`src/rtl/seq_pkg.sv`:
```
// Shared definitions for the "1001"-framed serial link.
// The transmitter, the detector and their benches all use this package.
package seq_pkg;

    // Transmitter FSM states. PAR is entered only when the parity bit is built in.
    typedef enum logic [1:0] {
        IDLE = 2'd0,
        MARK = 2'd1,
        DATA = 2'd2,
        PAR  = 2'd3
    } state_t;

    // Start-of-frame marker, sent MSB-first.
    localparam logic [3:0] MARKER_DEF   = 4'b1001;
    localparam int         MARK_LEN_DEF = 4;

    // Larger of two integers, used for counter sizing.
    function automatic int max_int(input int a, input int b);
        return (a > b) ? a : b;
    endfunction

endpackage

```
`src/rtl/seq_shift.sv`:
```
// Loadable MSB-first parallel-in / serial-out shift register.
// Optional parity (macro SEQ_TX_PARITY_EN): even parity of the loaded word,
// captured alongside the payload so it is ready after the last data bit.
module seq_shift #(
    parameter int WIDTH = 8
) (
    input  logic             clk,
    input  logic             rst,
    input  logic             load,
    input  logic             shift,
    input  logic [WIDTH-1:0] data_in,
`ifdef SEQ_TX_PARITY_EN
    output logic             parity,
`endif
    output logic             msb
);

    logic [WIDTH-1:0] sr_reg;

    // Load the payload on handshake, otherwise shift left with zero fill.
    always_ff @(posedge clk or posedge rst) begin
        if (rst) begin
            sr_reg <= '0;
        end else if (load) begin
            sr_reg <= data_in;
        end else if (shift) begin
            sr_reg <= sr_reg << 1;
        end
    end

    assign msb = sr_reg[WIDTH-1];

`ifdef SEQ_TX_PARITY_EN
    logic parity_reg;

    // Even parity of the whole payload, taken once at load time.
    always_ff @(posedge clk or posedge rst) begin
        if (rst) begin
            parity_reg <= 1'b0;
        end else if (load) begin
            parity_reg <= ^data_in;
        end
    end

    assign parity = parity_reg;
`endif

endmodule

```
`src/rtl/seq_tx.sv`:
```
// Serial frame transmitter: marker (MSB-first), payload (MSB-first),
// then an optional even-parity bit when SEQ_TX_PARITY_EN is defined.
// The o, busy and done outputs are registered and change on the same edge
// as the state, so o carries the bit of the current state cycle.
// ready is combinational from the state register.
module seq_tx
    import seq_pkg::*;
#(
    parameter int                    WIDTH    = 8,
    parameter int                    MARK_LEN = MARK_LEN_DEF,
    parameter logic [MARK_LEN-1:0]   MARKER   = MARKER_DEF
) (
    input  logic             clk,
    input  logic             rst,
    input  logic [WIDTH-1:0] data_in,
    input  logic             valid,
    output logic             ready,
    output logic             o,
    output logic             busy,
    output logic             done
);

    // One counter serves both MARK and DATA; it is reloaded on every state
    // entry and each exit happens exactly at zero.
    localparam int            CW        = $clog2(max_int(MARK_LEN, WIDTH) + 1);
    localparam int            MW        = 1 << CW;
    localparam logic [CW-1:0] MARK_LAST = CW'(MARK_LEN - 1);
    localparam logic [CW-1:0] DATA_LAST = CW'(WIDTH - 1);
    // Marker zero-extended so it can be indexed directly by the counter.
    localparam logic [MW-1:0] MARKER_EXT = MW'(MARKER);

    state_t        state_reg, state_next;
    logic [CW-1:0] cnt_reg, cnt_next, cnt_dec;
    logic          o_reg, o_next;
    logic          busy_reg;
    logic          done_reg, done_next;
    logic          load, shift;
    logic          sr_msb;
`ifdef SEQ_TX_PARITY_EN
    logic          sr_parity;
`endif

    seq_shift #(
        .WIDTH(WIDTH)
    ) u_shift (
        .clk     (clk),
        .rst     (rst),
        .load    (load),
        .shift   (shift),
        .data_in (data_in),
`ifdef SEQ_TX_PARITY_EN
        .parity  (sr_parity),
`endif
        .msb     (sr_msb)
    );

    assign cnt_dec = cnt_reg - CW'(1);

    // State register, counter and registered outputs.
    always_ff @(posedge clk or posedge rst) begin
        if (rst) begin
            state_reg <= IDLE;
            cnt_reg   <= '0;
            o_reg     <= 1'b0;
            busy_reg  <= 1'b0;
            done_reg  <= 1'b0;
        end else begin
            state_reg <= state_next;
            cnt_reg   <= cnt_next;
            o_reg     <= o_next;
            busy_reg  <= (state_next != IDLE);
            done_reg  <= done_next;
        end
    end

    // Next-state decision; MARK and DATA leave on terminal count.
    always_comb begin
        state_next = state_reg;
        case (state_reg)
            IDLE: if (valid)          state_next = MARK;
            MARK: if (cnt_reg == '0)  state_next = DATA;
`ifdef SEQ_TX_PARITY_EN
            DATA: if (cnt_reg == '0)  state_next = PAR;
            PAR:                      state_next = IDLE;
`else
            DATA: if (cnt_reg == '0)  state_next = IDLE;
`endif
            default:                  state_next = IDLE;
        endcase
    end

    // Per-state outputs: bit to drive next, counter reload and shifter control.
    always_comb begin
        cnt_next  = cnt_reg;
        o_next    = 1'b0;
        done_next = 1'b0;
        load      = 1'b0;
        shift     = 1'b0;
        case (state_reg)
            IDLE: begin
                if (valid) begin
                    load     = 1'b1;
                    cnt_next = MARK_LAST;
                    o_next   = MARKER_EXT[MARK_LAST];
                end
            end
            MARK: begin
                if (cnt_reg == '0) begin
                    cnt_next = DATA_LAST;
                    o_next   = sr_msb;
                    shift    = 1'b1;
                end else begin
                    cnt_next = cnt_dec;
                    o_next   = MARKER_EXT[cnt_dec];
                end
            end
            DATA: begin
                if (cnt_reg == '0) begin
                    cnt_next  = '0;
`ifdef SEQ_TX_PARITY_EN
                    o_next    = sr_parity;
`else
                    done_next = 1'b1;
`endif
                end else begin
                    cnt_next = cnt_dec;
                    o_next   = sr_msb;
                    shift    = 1'b1;
                end
            end
            default: begin
                // PAR: last bit already on the line, frame completes here.
                cnt_next  = '0;
                done_next = 1'b1;
            end
        endcase
    end

    assign ready = (state_reg == IDLE) && !rst;
    assign o     = o_reg;
    assign busy  = busy_reg;
    assign done  = done_reg;

endmodule

```
`config.mk`:
```
export PLATFORM = sky130hd
export DESIGN_NAME = seq_tx
export DESIGN_NICKNAME = d
export VERILOG_FILES = /design/src/rtl/seq_pkg.sv /design/src/rtl/seq_shift.sv /design/src/rtl/seq_tx.sv
export SDC_FILE = /design/constraint.sdc
export NUM_CORES = 1
export LEC_CHECK = 0
export ABC_CLOCK_PERIOD_IN_PS = 2200
export BUFFER_PORTS_ARGS = -buffer_cell sky130_fd_sc_hd__buf_4
export CORE_MARGIN = 5
export CORE_UTILIZATION = 40
export DETAILED_ROUTE_END_ITERATION = 6
export PLACE_DENSITY_LB_ADDON = 0.1
export SYNTH_ARGS = -nofsm -noshare
export SYNTH_HDL_FRONTEND = slang
export SYNTH_SLANG_ARGS = --single-unit
```
`constraint.sdc`:
```
create_clock -name clk -period 2.2 [get_ports clk]
set_clock_uncertainty 0.15 [all_clocks]
set_input_delay 0.11 -clock clk [delete_from_list [all_inputs] [get_ports clk]]
set_output_delay 0.11 -clock clk [all_outputs]
set_load 0.02 [all_outputs]
```
==> results of run 1 <==
critical path, delay by kind of cell, from the launching register on:
| family | cells | cell delay, ns |
|---|---|---|
| buf+inv | 2 | 0.29 |
| fa+ha+maj | 1 | 0.17 |
| compound gates | 2 | 0.39 |
| flops | 1 | 0.43 |
| simple gates | 2 | 0.46 |
stage by stage:
step                      cells  instance area (µm²)  setup WS, ns
final                       142                 1154        0.2089
after global routing        142                 1154       0.08721
after CTS                   142                 1154        0.2041
after detailed placement    127                 1016        0.2659
after global placement      127                 1016        0.2341
after floorplan              85                858.3       0.09725
power by group:
part	switching, mW	internal [mW]
Sequential	0.120	0.459
Combinational	0.405	0.392
Clock	0.101	0.0676
Total	0.626	0.918
worst max-delay path by stage:
| stage | from | slack (ns) | to | depth (start not counted) |
|---|---|---|---|---|
| 3_3_place_gp | cnt_reg[0] | 0.23 | cnt_reg[0] | 7 |
| 3_5_place_dp | cnt_reg[0] | 0.27 | u_shift.sr_reg[5] | 7 |
| 2_1_floorplan | cnt_reg[0] | 0.1 | u_shift.sr_reg[1] | 6 |
| 4_1_cts | cnt_reg[0] | 0.20 | cnt_reg[0] | 7 |
| 6_report | cnt_reg[0] | 0.21 | cnt_reg[0] | 7 |
| 5_1_grt | cnt_reg[0] | 0.09 | cnt_reg[0] | 7 |
per-layer routing:
metal,vias to the layer above,share of wire (%),global-route usage [%]
li1,365,-,-
met2,24,45,18.36
met4,0,1.8,6.102
met3,4,7.5,3.440
met5,-,0,0
met1,340,46,16.91
layout by cell type (no fill, tap or decap), drive strengths merged:
master       Yosys  layout
nor3b            2       2
o32ai            2       2
o21a             2       2
and2b            1       1
a21oi            9       9
a221o            1       1
o21ai            6       6
ha               1       1
nor3             4       4
nand3            2       2
inv              4       4
a311oi           1       1
mux2i            8       8
nand2b           2       2
and2             1       1
nand2            4       4
xnor2            1       1
dfrtp           17      17
clkbuf           3       3
a211oi           1       1
buf              0      18
clkinv           0       1
dlygate4sd3      0      11
a22o             1       1
o2111ai          1       1
nor2            11      11
kinds of logic (layout without fill, tap and decap cells):
logic type / count (synthesis) / count (layout) / synth area share [%]
buffers and inverters: 7 / 37 / 3.061
AO/OA/AOI/OAI: 24 / 24 / 17.64
flip-flops: 17 / 17 / 49.56
multiplexers: 8 / 8 / 10.79
AND/OR/NAND/NOR: 27 / 27 / 16.47
adder cells (fa/ha/maj): 1 / 1 / 1.457
XOR/XNOR: 1 / 1 / 1.021
cell type report:
cell class	instances	area (µm²)
Fill cell	194	848.3
Sequential cell	17	425.4
Multi-Input combinational cell	61	406.6
Timing Repair Buffer	29	245.2
Tap cell	27	33.78
Clock buffer	3	22.52
Inverter	4	15.01
Clock inverter	1	5.005
repair_timing:
action / CTS / global route
endpoints found under the hold margin: 27 / 0
setup endpoints to repair: 0 / 0
hold buffers: 11 / 0
==> report_table.html, run 1 <==
<table>
<tr><th>Metric</th><th>Value</th></tr>
<tr><th colspan="2">Run status</th></tr>
<tr><td>Run status</td><td>finished clean</td></tr>
<tr><th colspan="2">Timing</th></tr>
<tr><td>Number of pins exceeding their max-slew limit in the final report</td><td>0</td></tr>
<tr><td>Worst-margin pin slew</td><td>between 0.6 and 0.7 ns</td></tr>
<tr><td>Final clock period utilization by the worst path</td><td>90.51%</td></tr>
<tr><td>RSZ-0062 raised after global routing</td><td>false</td></tr>
<tr><td>Worst Hold Margin</td><td>between 0.3 and 0.4 ns</td></tr>
<tr><td>Accumulated negative setup slack</td><td>0 ns</td></tr>
<tr><td>Final setup fails</td><td>0</td></tr>
<tr><td>Clock period minus final worst setup slack</td><td>1.991 ns</td></tr>
<tr><td>Final-report hold violation count</td><td>0</td></tr>
<tr><td>Slew headroom</td><td>57.20%</td></tr>
<tr><td>Fmax</td><td>roughly 0.50 GHz</td></tr>
<tr><th colspan="2">Synthesis</th></tr>
<tr><td>Share of flip-flops with an asynchronous set or reset after synthesis</td><td>100.0%</td></tr>
<tr><td>Most instantiated flip-flop cell in the synthesis netlist</td><td>sky130_fd_sc_hd__dfrtp_1</td></tr>
<tr><td>Area share of the leading cell type in the synthesized netlist</td><td>between 40% and 50%</td></tr>
<tr><td>Post-Synthesis Cell Area</td><td>between 800 and 900 µm²</td></tr>
<tr><td>Top cell type by total area after synthesis</td><td>sky130_fd_sc_hd__dfrtp_1</td></tr>
<tr><td>Number of storage elements in the synthesis netlist</td><td>17</td></tr>
<tr><td>Syn nets</td><td>97</td></tr>
<tr><td>Commonest cells in the synthesized netlist</td><td>sky130_fd_sc_hd__dfrtp_1, sky130_fd_sc_hd__nor2_1, sky130_fd_sc_hd__a21oi_1</td></tr>
<tr><td>Sequential fraction of the synthesis area</td><td>around 50%</td></tr>
<tr><td>Count of flip-flops with a built-in enable after synthesis</td><td>0</td></tr>
<tr><td>Cell types occupying the most area after synthesis</td><td>sky130_fd_sc_hd__dfrtp_1, sky130_fd_sc_hd__mux2i_1, sky130_fd_sc_hd__a21oi_1, sky130_fd_sc_hd__nor2_1, sky130_fd_sc_hd__o21ai_0</td></tr>
<tr><td>Mean instance size in the synthesized netlist</td><td>10.10 µm²</td></tr>
<tr><td>Most frequent cell after synthesis</td><td>sky130_fd_sc_hd__dfrtp_1</td></tr>
<tr><td>Number of distinct standard cells referenced by the synthesized netlist</td><td>25</td></tr>
<tr><td>Number of warnings reported in the yosys synthesis log</td><td>0</td></tr>
<tr><td>Cell count after synthesis</td><td>between 80 and 90</td></tr>
<tr><th colspan="2">Worst setup path</th></tr>
<tr><td>Critical path class</td><td>flop to flop</td></tr>
<tr><td>Critical Path Max Stage Delay</td><td>0.43 ns</td></tr>
<tr><td>Reg-to-reg critical path endpoint</td><td>cnt_reg[0]</td></tr>
<tr><td>Worst reg-to-reg path cell count</td><td>7</td></tr>
<tr><td>Data arrival time of the critical path</td><td>~2.0 ns</td></tr>
<tr><td>Element type at the critical path end</td><td>flop</td></tr>
<tr><td>Kind of launch point of the worst setup path</td><td>flop</td></tr>
<tr><td>Critical path fanouts, max</td><td>7</td></tr>
<tr><td>Req. time, crit path</td><td>2.24 ns</td></tr>
<tr><td>Slowest library cell on the worst path</td><td>sky130_fd_sc_hd__dfrtp_1</td></tr>
<tr><td>Worst r2r src</td><td>cnt_reg[0]</td></tr>
<tr><td>R2R setup slack</td><td>between 0.2 and 0.25 ns</td></tr>
<tr><td>Critical path, cell by cell</td><td>inv_1, ha_1, nor3b_4, buf_4, and2b_2, o21a_1, a211oi_1</td></tr>
<tr><th colspan="2">Floorplanning</th></tr>
<tr><td>Site Rows</td><td>16</td></tr>
<tr><td>I/O pin count</td><td>15</td></tr>
<tr><td>Die H</td><td>about 56 µm</td></tr>
<tr><td>Die footprint</td><td>between 3000 and 4000 µm²</td></tr>
<tr><td>Standard cell core area</td><td>2002 µm²</td></tr>
<tr><td>DIE WIDTH</td><td>~56 µm</td></tr>
<tr><td>Starting utilization of the core area</td><td>42.87%</td></tr>
<tr><th colspan="2">Place</th></tr>
<tr><td>IO buf count</td><td>14</td></tr>
<tr><td>Final HPWL DP</td><td>1.187 mm</td></tr>
<tr><td>Final GP Congestion</td><td>between 0.8 and 0.9</td></tr>
<tr><th colspan="2">Clock network</th></tr>
<tr><td>Resized Gates After CTS</td><td>0</td></tr>
<tr><td>Buffers inserted during post-CTS setup optimization</td><td>0</td></tr>
<tr><td>Clock tree sinks</td><td>17</td></tr>
<tr><td>Total clock buffers created by CTS</td><td>3</td></tr>
<tr><td>Clock slew seen by the registers of the worst setup and hold paths</td><td>approximately 0.10 ns</td></tr>
<tr><td>Max Buffers Root-to-Sink</td><td>2</td></tr>
<tr><td>Clock latency reported for the late side of the worst-skew pair</td><td>~0.29 ns</td></tr>
<tr><td>TritonCTS clock tree</td><td>done</td></tr>
<tr><td>Root cell of the clock tree</td><td>sky130_fd_sc_hd__clkbuf_4</td></tr>
<tr><td>H-Tree Depth</td><td>1</td></tr>
<tr><th colspan="2">Route</th></tr>
<tr><td>Remaining number of nets flagged by the antenna check after routing</td><td>0</td></tr>
<tr><td>Vias after detailed routing</td><td>roughly 730</td></tr>
<tr><td>Starting DRC count in detailed routing</td><td>25</td></tr>
<tr><td>Number of iterations in the first detailed-routing pass</td><td>4</td></tr>
<tr><td>DRC errors left</td><td>0</td></tr>
<tr><td>Number of vias per cell after detailed routing</td><td>5.162</td></tr>
<tr><td>Routed wirelength normalized by instance count</td><td>approximately 12 µm</td></tr>
<tr><td>Post-detailed-routing wire length</td><td>around 1.8 mm</td></tr>
<tr><th colspan="2">Global routing</th></tr>
<tr><td>GRT Resource Usage Total</td><td>12.52%</td></tr>
<tr><td>Total gr overflow</td><td>0</td></tr>
<tr><td>Vias in the first global route</td><td>around 700</td></tr>
<tr><td>Antenna violations before repair</td><td>0</td></tr>
<tr><td>Global-route wire length before repair</td><td>3.118 mm</td></tr>
<tr><td>Maximum number of pins on one net before global-route repair</td><td>18</td></tr>
<tr><th colspan="2">Finish</th></tr>
<tr><td>P&amp;R area growth vs syn</td><td>34.40%</td></tr>
<tr><td>Flip-flop count of the largest register, all copies and words added</td><td>8</td></tr>
<tr><td>Share of post-route cells with drive strength above 1</td><td>a little under a quarter</td></tr>
<tr><td>N_diodes</td><td>0</td></tr>
<tr><td>Post-route core utilization</td><td>a little under 60%</td></tr>
<tr><td>Post-layout nets</td><td>~130</td></tr>
<tr><th colspan="2">Pwr</th></tr>
<tr><td>Power density cells</td><td>around 1300 nW/µm²</td></tr>
<tr><td>Highest ir drop seen on vdd</td><td>roughly 0.55 mV</td></tr>
<tr><td>Static leakage</td><td>0.4940 nW</td></tr>
<tr><td>Overall power</td><td>1.544 mW</td></tr>
<tr><th colspan="2">Min path</th></tr>
<tr><td>Type of the most critical hold path</td><td>primary input to asynchronous set/reset pin</td></tr>
<tr><th colspan="2">Flow run</th></tr>
<tr><td>Max-cap violations</td><td>0</td></tr>
</table>
No activity file was read; power rests on OpenSTA's default activity.
==> run 2, diff against run 1 <==
Settings changed: CORE_ASPECT_RATIO from default to 0.9, CORE_MARGIN 5 to default.
==> report_table.html, run 2 (synthesis results as in run 1) <==
<table>
<tr><th>Metric</th><th>Value</th></tr>
<tr><th colspan="2">Run status</th></tr>
<tr><td>Run status</td><td>finished clean</td></tr>
<tr><th colspan="2">Finish</th></tr>
<tr><td>Post-layout nets</td><td>around 130</td></tr>
<tr><td>Finished Cell Area</td><td>about 1100 µm²</td></tr>
<tr><td>Share of post-route cells with drive strength above 1</td><td>about a fifth</td></tr>
<tr><td>N_diodes</td><td>0</td></tr>
<tr><td>Flip-flop count of the largest register, all copies and words added</td><td>8</td></tr>
<tr><td>Post-route core utilization</td><td>~58%</td></tr>
<tr><td>P&amp;R area growth vs syn</td><td>32.22%</td></tr>
<tr><td>Leading cell type in the layout, fill and taps excluded</td><td>sky130_fd_sc_hd__dfrtp_1</td></tr>
<tr><td>Commonest non-fill, non-tap cells in the layout</td><td>sky130_fd_sc_hd__dfrtp_1, sky130_fd_sc_hd__buf_4, sky130_fd_sc_hd__nor2_1, sky130_fd_sc_hd__dlygate4sd3_1, sky130_fd_sc_hd__a21oi_1</td></tr>
<tr><th colspan="2">Worst setup path</th></tr>
<tr><td>Kind of launch point of the worst setup path</td><td>flop</td></tr>
<tr><td>Data arrival time of the critical path</td><td>2.04 ns</td></tr>
<tr><td>Critical path class</td><td>flop to flop</td></tr>
<tr><td>Endpoint of the most critical setup path</td><td>u_shift.sr_reg[4]</td></tr>
<tr><td>Total stage count of the critical path</td><td>6</td></tr>
<tr><td>Reg-to-reg critical path endpoint</td><td>u_shift.sr_reg[4]</td></tr>
<tr><td>CP Buf/Inv Count</td><td>1</td></tr>
<tr><td>Critical path fanouts, max</td><td>10</td></tr>
<tr><td>R2R setup slack</td><td>0.15 ns</td></tr>
<tr><td>Startpoint of the worst setup timing path</td><td>cnt_reg[0]</td></tr>
<tr><td>Worst reg-to-reg path cell count</td><td>6</td></tr>
<tr><td>Element type at the critical path end</td><td>flop</td></tr>
<tr><td>Critical Path Max Stage Delay</td><td>0.49 ns</td></tr>
<tr><td>Critical path, cell by cell</td><td>inv_1, ha_1, nor3b_4, mux2i_4, mux2i_1, a21oi_1</td></tr>
<tr><td>Worst r2r src</td><td>cnt_reg[0]</td></tr>
<tr><td>Slowest library cell on the worst path</td><td>sky130_fd_sc_hd__mux2i_4</td></tr>
<tr><td>Req. time, crit path</td><td>~2.2 ns</td></tr>
<tr><td>Crit path max-delay family</td><td>multiplexers</td></tr>
<tr><th colspan="2">Route</th></tr>
<tr><td>Starting DRC count in detailed routing</td><td>20</td></tr>
<tr><td>Post-detailed-routing wire length</td><td>1.685 mm</td></tr>
<tr><td>Remaining number of nets flagged by the antenna check after routing</td><td>0</td></tr>
<tr><td>Routed wirelength normalized by instance count</td><td>around 12 µm</td></tr>
<tr><td>Number of vias per cell after detailed routing</td><td>between 5 and 6</td></tr>
<tr><td>Number of iterations in the first detailed-routing pass</td><td>4</td></tr>
<tr><td>DRC errors left</td><td>0</td></tr>
<tr><td>Vias after detailed routing</td><td>730</td></tr>
<tr><th colspan="2">Global routing</th></tr>
<tr><td>Antenna violations before repair</td><td>0</td></tr>
<tr><td>Vias in the first global route</td><td>between 600 and 700</td></tr>
<tr><td>GRT Resource Usage Total</td><td>between 10% and 20%</td></tr>
<tr><td>Global-route wire length before repair</td><td>about 2.8 mm</td></tr>
<tr><td>Total gr overflow</td><td>0</td></tr>
<tr><td>Met3 track demand over resource in global routing</td><td>6.000%</td></tr>
<tr><td>Met2 track demand over resource</td><td>between 20% and 30%</td></tr>
<tr><td>Maximum number of pins on one net before global-route repair</td><td>18</td></tr>
<tr><td>Met1 usage</td><td>between 20% and 30%</td></tr>
<tr><td>Busiest metal layer after global routing</td><td>met2</td></tr>
<tr><th colspan="2">Clock network</th></tr>
<tr><td>H-Tree Depth</td><td>1</td></tr>
<tr><td>Clock slew seen by the registers of the worst setup and hold paths</td><td>around 0.090 ns</td></tr>
<tr><td>Resized Gates After CTS</td><td>0</td></tr>
<tr><td>Buffers inserted during post-CTS setup optimization</td><td>0</td></tr>
<tr><td>Total clock buffers created by CTS</td><td>3</td></tr>
<tr><td>Clock tree sinks</td><td>17</td></tr>
<tr><td>Clock latency reported for the late side of the worst-skew pair</td><td>just under 0.3 ns</td></tr>
<tr><td>Root cell of the clock tree</td><td>sky130_fd_sc_hd__clkbuf_4</td></tr>
<tr><td>Max Buffers Root-to-Sink</td><td>2</td></tr>
<tr><td>TritonCTS clock tree</td><td>done</td></tr>
<tr><th colspan="2">Pwr</th></tr>
<tr><td>Overall power</td><td>1.503 mW</td></tr>
<tr><td>Power density cells</td><td>between 1000 and 1500 nW/µm²</td></tr>
<tr><td>Highest ir drop seen on vdd</td><td>roughly 0.74 mV</td></tr>
<tr><td>Static leakage</td><td>between 0.4 and 0.5 nW</td></tr>
<tr><th colspan="2">Timing</th></tr>
<tr><td>Number of pins exceeding their max-slew limit in the final report</td><td>0</td></tr>
<tr><td>Worst-margin pin slew</td><td>0.6176 ns</td></tr>
<tr><td>Fmax</td><td>just under 0.5 GHz</td></tr>
<tr><td>RSZ-0062 raised after global routing</td><td>false</td></tr>
<tr><td>Final setup fails</td><td>0</td></tr>
<tr><td>Clock period minus final worst setup slack</td><td>around 2 ns</td></tr>
<tr><td>Final-report hold violation count</td><td>0</td></tr>
<tr><td>Accumulated negative setup slack</td><td>0 ns</td></tr>
<tr><td>Worst Hold Margin</td><td>between 0.3 and 0.4 ns</td></tr>
<tr><td>Slew headroom</td><td>a little under 60%</td></tr>
<tr><td>Final clock period utilization by the worst path</td><td>93.15%</td></tr>
<tr><th colspan="2">Floorplanning</th></tr>
<tr><td>Starting utilization of the core area</td><td>around 44%</td></tr>
<tr><td>I/O pin count</td><td>15</td></tr>
<tr><td>Standard cell core area</td><td>just under 2000 µm²</td></tr>
<tr><td>Site Rows</td><td>15</td></tr>
<tr><td>DIE WIDTH</td><td>just over 50 µm</td></tr>
<tr><td>Die H</td><td>about 46 µm</td></tr>
<tr><td>Die footprint</td><td>2335 µm²</td></tr>
<tr><th colspan="2">Place</th></tr>
<tr><td>IO buf count</td><td>14</td></tr>
<tr><td>Final GP Congestion</td><td>~0.78</td></tr>
<tr><td>Standard cell area after detailed placement</td><td>998.5 µm²</td></tr>
<tr><td>Final HPWL DP</td><td>1.198 mm</td></tr>
<tr><th colspan="2">Min path</th></tr>
<tr><td>Type of the most critical hold path</td><td>primary input to asynchronous set/reset pin</td></tr>
<tr><th colspan="2">Flow run</th></tr>
<tr><td>Max-cap violations</td><td>0</td></tr>
</table>
[run 2: cell types whose count changed in the layout (fill, tap and decap cells not counted), sizes merged]
cell / previous run / this run
clkbuf: 3 / 4
buf: 18 / 16
clkinv: 1 / 0
[run 2: how the worst min path moves through the flow]
stage,startpoint,endpoint,slack [ns],depth (start not counted)
global placement,rst,state_reg[0],0.10,2
global route,rst,busy,0.37,3
floorplan,rst,busy,-0.11,1
CTS,rst,o,0.33,3
detailed placement,rst,state_reg[0],0.1,2
finish,rst,u_shift.sr_reg[0],0.31,3
[run 2: layer usage]
| metal | vias to the layer above | part of all wire, % |
|---|---|---|
| met2 | 20 | 46 |
| li1 | 365 | - |
| met1 | 343 | 48 |
| met5 | - | 0 |
| met3 | 2 | 4.7 |
| met4 | 0 | 0.83 |
[run 2: tightest hold or removal path, delay by kind of cell]
kind	cells	cell delay, ns
buffers and inverters	3	1.11
[run 2: cell type report]
class	instances	area (µm²)
clock buffers	4	26.28
fillers	177	835.8
inverters	4	15.01
multi-input cells	61	406.6
flip-flops and latches	17	425.4
well taps	25	31.28
repair buffers	27	230.2
[run 2: repair_timing]
action                                  in CTS  in global routing
endpoints found under the hold margin       27                  0
hold buffers                                11                  0
endpoints found under the setup margin       0                  0
[run 2: stage by stage]
step | worst slack [ns] | instances
2_1_floorplan | 0.09725 | 85
3_3_place_gp | 0.1954 | 123
3_5_place_dp | 0.1677 | 123
4_1_cts | 0.1528 | 138
5_1_grt | 0.005756 | 138
6_report | 0.1507 | 138
[run 2: report_power, final]
group	total (mW)	internal, mW	switching (mW)
sequential	0.583	0.459	0.124
combinational	0.759	0.369	0.390
clock	0.161	0.0705	0.0901
